[src/rtl/pc_fetch.sv]
// pc_fetch: PC register and single-outstanding instruction fetch sequencer; best case 1 inst / 3 cycles, stalls on imem_req_ready and inst_ready.
// Optional macro PCF_MISALIGN_CHK_EN: misaligned PCs yield a NOP with inst_misalign instead of a memory request.
module pc_fetch #(
  parameter logic [31:0] RESET_PC = 32'h0000_0000,
  parameter logic [31:0] NOP_INST = 32'h0000_0013
) (
  input  logic        clk,
  input  logic        rst,
  input  logic [31:0] npc_i,
  input  logic        flush,
  input  logic [31:0] flush_pc,
  output logic [31:0] pc_o,
  output logic        imem_req_valid,
  output logic [31:0] imem_req_addr,
  input  logic        imem_req_ready,
  input  logic        imem_rsp_valid,
  input  logic [31:0] imem_rsp_data,
  output logic        inst_valid,
  output logic [31:0] inst_o,
  output logic [31:0] inst_pc,
  input  logic        inst_ready,
  output logic        inst_misalign
);

  typedef enum logic [2:0] {S_IDLE, S_REQ, S_WAIT, S_HOLD, S_DROP} state_t;
  state_t state;

  logic misalign;
  logic req_fire;

`ifdef PCF_MISALIGN_CHK_EN
  assign misalign = (pc_o[1:0] != 2'b00);
`else
  assign misalign = 1'b0;
`endif

  assign imem_req_addr  = pc_o;
  assign imem_req_valid = (state == S_REQ) && !misalign;
  assign req_fire       = imem_req_valid && imem_req_ready;

  always_ff @(posedge clk or posedge rst) begin
    if (rst) begin
      state         <= S_IDLE;
      pc_o          <= RESET_PC;
      inst_pc       <= RESET_PC;
      inst_o        <= NOP_INST;
      inst_valid    <= 1'b0;
      inst_misalign <= 1'b0;
    end else if (flush) begin
      pc_o          <= flush_pc;
      inst_valid    <= 1'b0;
      inst_misalign <= 1'b0;
      // A request accepted by memory leaves a response to swallow in S_DROP.
      case (state)
        S_WAIT:  state <= imem_rsp_valid ? S_REQ : S_DROP;
        S_REQ:   state <= req_fire ? S_DROP : S_REQ;
        S_DROP:  state <= imem_rsp_valid ? S_REQ : S_DROP;
        default: state <= S_REQ;
      endcase
    end else begin
      case (state)
        S_IDLE: state <= S_REQ;
        S_REQ: begin
          if (misalign) begin
            inst_o        <= NOP_INST;
            inst_pc       <= pc_o;
            inst_misalign <= 1'b1;
            inst_valid    <= 1'b1;
            state         <= S_HOLD;
          end else if (imem_req_ready) begin
            state <= S_WAIT;
          end
        end
        S_WAIT: begin
          if (imem_rsp_valid) begin
            inst_o        <= imem_rsp_data;
            inst_pc       <= pc_o;
            inst_valid    <= 1'b1;
            inst_misalign <= 1'b0;
            state         <= S_HOLD;
          end
        end
        S_HOLD: begin
          if (inst_ready) begin
            pc_o          <= npc_i;
            inst_valid    <= 1'b0;
            inst_misalign <= 1'b0;
            state         <= S_REQ;
          end
        end
        S_DROP: begin
          if (imem_rsp_valid) state <= S_REQ;
        end
        default: state <= S_IDLE;
      endcase
    end
  end

endmodule

[config.mk]
export PLATFORM = sky130hd
export DESIGN_NAME = pc_fetch
export DESIGN_NICKNAME = d
export VERILOG_FILES = /design/src/rtl/pc_fetch.sv
export SDC_FILE = /design/constraint.sdc
export NUM_CORES = 1
export LEC_CHECK = 0
export ABC_AREA = 1
export ABC_CLOCK_PERIOD_IN_PS = 4700
export CORE_UTILIZATION = 30
export CTS_CLUSTER_SIZE = 24
export DETAILED_ROUTE_END_ITERATION = 8
export GPL_TIMING_DRIVEN = 0
export MAX_ROUTING_LAYER = met4
export PLACE_DENSITY_LB_ADDON = 0.2
export REMOVE_ABC_BUFFERS = 1
export SLEW_MARGIN = 20
export SYNTH_ARGS = -nofsm -noshare
export SYNTH_HDL_FRONTEND = slang
export SYNTH_SLANG_ARGS = --single-unit
[constraint.sdc]
create_clock -name clk -period 4.7 [get_ports clk]
set_input_delay 1.175 -clock clk [delete_from_list [all_inputs] [get_ports clk]]
set_output_delay 1.175 -clock clk [all_outputs]
set_load 0.02 [all_outputs]
==> run metrics <==
outcome=finished clean; via count=4064; CP dominant cell by count=buf_16; CORE AREA=16000 um2; CTS tree=done; CP Cell Sequence=buf_2 > buf_16 > inv_2 > nand3_4 > buf_16 > nand2_1 > o21ai_2; hold_buf cts=0; fmax=329 MHz; DR pass1 iterations=4; initial core utilization=0.311; max incr delay on CP=590 ps; Num CTS Buffers=9; port bufs=231; CTS sink cnt=100; clock-pin slew on the worst setup and hold paths=70 ps; average wire per standard cell=13.0 um; RSZ-0062 raised after global routing=no; post-CTS resize count=0; clock network power share=0.191; largest net degree at the start of global routing=57; P_sw=1.46 mW; synthesized area=4970 um2; number of nets in the layout=848; Post-synth EDFFs=0; Post-Synthesis Cells=559; top-count cell post-synth=nand2_1; first-pass GRT wire length=19500 um; num rows=46; crit end category=register; Tmin final=3040 ps; Die Footprint=17100 um2; Final Hold Viols=0; crit path DAT=3270 ps; Crit Path Max Fanout=56; Startpoint Class=input port; H-tree depth=3; switching part of the total=0.371; combinational power share=0.467; largest cells by area after synthesis=dfrtp_1 49%, nand2_1 15%, o21ai_2 13%; Synth area leader=dfrtp_1; GRT Total Usage=0.153; maximum clock path buffer count=2; leakage=3.52 nW; final instance area=7540 um2; drt initial violations=123; Min-Delay Path Class=register to register; Slew Viols, Final=0; initial antenna violation count=0; CTS root buf=clkbuf_16; RD Place Congestion=0.700; FFs w/ async S/R, synth=1.00; total wire length=12600 um; dpl ws=1230 ps; Antenna diodes=0; layout cells sized above 1=0.153; #FFs+latches synth=100; Seq/Total Area, Yosys=0.504; Synth Flop Type=dfrtp_1; internal power=2.48 mW; Final Cycle Share=0.647; die height=131 um; final core occ=0.471; vias per cell=4.20; warnings from Yosys=0; detailed placer's ending HPWL=9280 um; post-synth top area share=0.488; Yosys cell types=23; number of buffers and inverters on the critical path=4; Ports=233; Least-Margin Pin Slew=800 ps; CP max-delay cell=inv_2; PD cells=522 nW/um2; sequential share of power=0.342; Worst EP required=4920 ps; Max-slew headroom=0.466; DRC violations left=0; Max-Cap Viols=0; clock latency on the worst-skew pair=340 ps; Synth top cells by count=195 x nand2_1, 97 x dfrtp_1, 72 x o21ai_2; Peak VDD IR=0.200 mV; setup ws final=1660 ps; worst clock skew=5.15 ps; Post-Place Cell Area=7230 um2; Setup Buffers After CTS=0; vias in the first global route=3968; cell family with most CP delay=buffers and inverters; Layout area overhead=51.7%; Final ANT Viol Nets=0; Final setup viols=0; gr ovfl total=0; syn avg cell area=8.89 um2; die width=131 um; Setup CP Type=input port to register
-- state kept, by name, indices dropped and copies added, names as in the netlist --
name	flops
inst_o	32
inst_pc	32
state	3
inst_valid	1
imem_req_addr	32
-- metal layers --
metal,part of all wire,track usage
met5,0,-
met4,0.014,0.0561
met2,0.48,0.253
met3,0.080,0.0362
met1,0.42,0.180
-- worst paths after layout --
kind | from | to | slack, ps | cells after the start
worst min register to register | inst_o[0] | inst_o[0] | 480 | 2
max in group asynchronous | rst | inst_o[0] | 2790 | 3
min in group asynchronous | rst | inst_o[16] | 1260 | 2
worst min-delay path | inst_o[0] | inst_o[0] | 480 | 2
worst max register to register | state[2] | inst_pc[0] | 2920 | 7
worst max-delay path | flush | inst_pc[0] | 1660 | 7
-- through the flow --
| step | cells | hold slack [ps] | TNS, ps | power [mW] |
|---|---|---|---|---|
| floorplan | 497 | 516 | 0 | 2.27 |
| global placement | 944 | 463 | -229980 | 3.17 |
| detailed placement | 951 | 467 | 0 | 3.22 |
| CTS | 967 | 483 | 0 | 4.00 |
| global route | 967 | 502 | 0 | 4.20 |
| finish | 967 | 480 | 0 | 3.94 |
-- tightest hold or removal path, delay by kind of cell (launching register included) --
kind	cells	cell delay [ps]
flops	1	370
simple gates	1	70
compound gates	1	50
-- cell type report --
class | count | area (um2)
Clock buffer | 11 | 243
Fill cell | 1525 | 8460
Sequential cell | 100 | 2510
Clock inverter | 5 | 60.1
Tap cell | 216 | 270
Timing Repair Buffer | 238 | 2500
Inverter | 73 | 279
Multi-Input combinational cell | 324 | 1680
-- cells in the final DEF (no fill, tap or decap), types with 7 or more instances in the layout --
master / count
buf_16: 7
clkbuf_16: 9
clkdlybuf4s50_1: 230
dfrtp_1: 97
inv_1: 69
nand2_1: 195
nand2_2: 10
nor2_1: 8
o21ai_0: 8
o21ai_1: 23
o21ai_2: 71
-- power by group through the flow --
| stage | Clock (mW) | Sequential, mW | Combinational [mW] |
|---|---|---|---|
| after floorplan | 0 | 1.77 | 0.503 |
| after global routing | 0.827 | 1.39 | 1.98 |
| final | 0.753 | 1.35 | 1.84 |
| after detailed placement | 0 | 1.36 | 1.86 |
| after global placement | 0 | 1.35 | 1.82 |
| after CTS | 0.786 | 1.35 | 1.86 |
-- cells by family (layout without fill, tap and decap cells) --
| logic type | count (synthesis) | in the layout | share of synthesized area |
|---|---|---|---|
| buffers and inverters | 135 | 327 | 0.161 |
| AOI/OAI and AO/OA | 105 | 105 | 0.161 |
| and+or+nand+nor | 218 | 218 | 0.173 |
| DFF | 100 | 100 | 0.504 |
| other | 1 | 1 | 0.000755 |
Note: power is estimated with default switching activity, not from simulation.
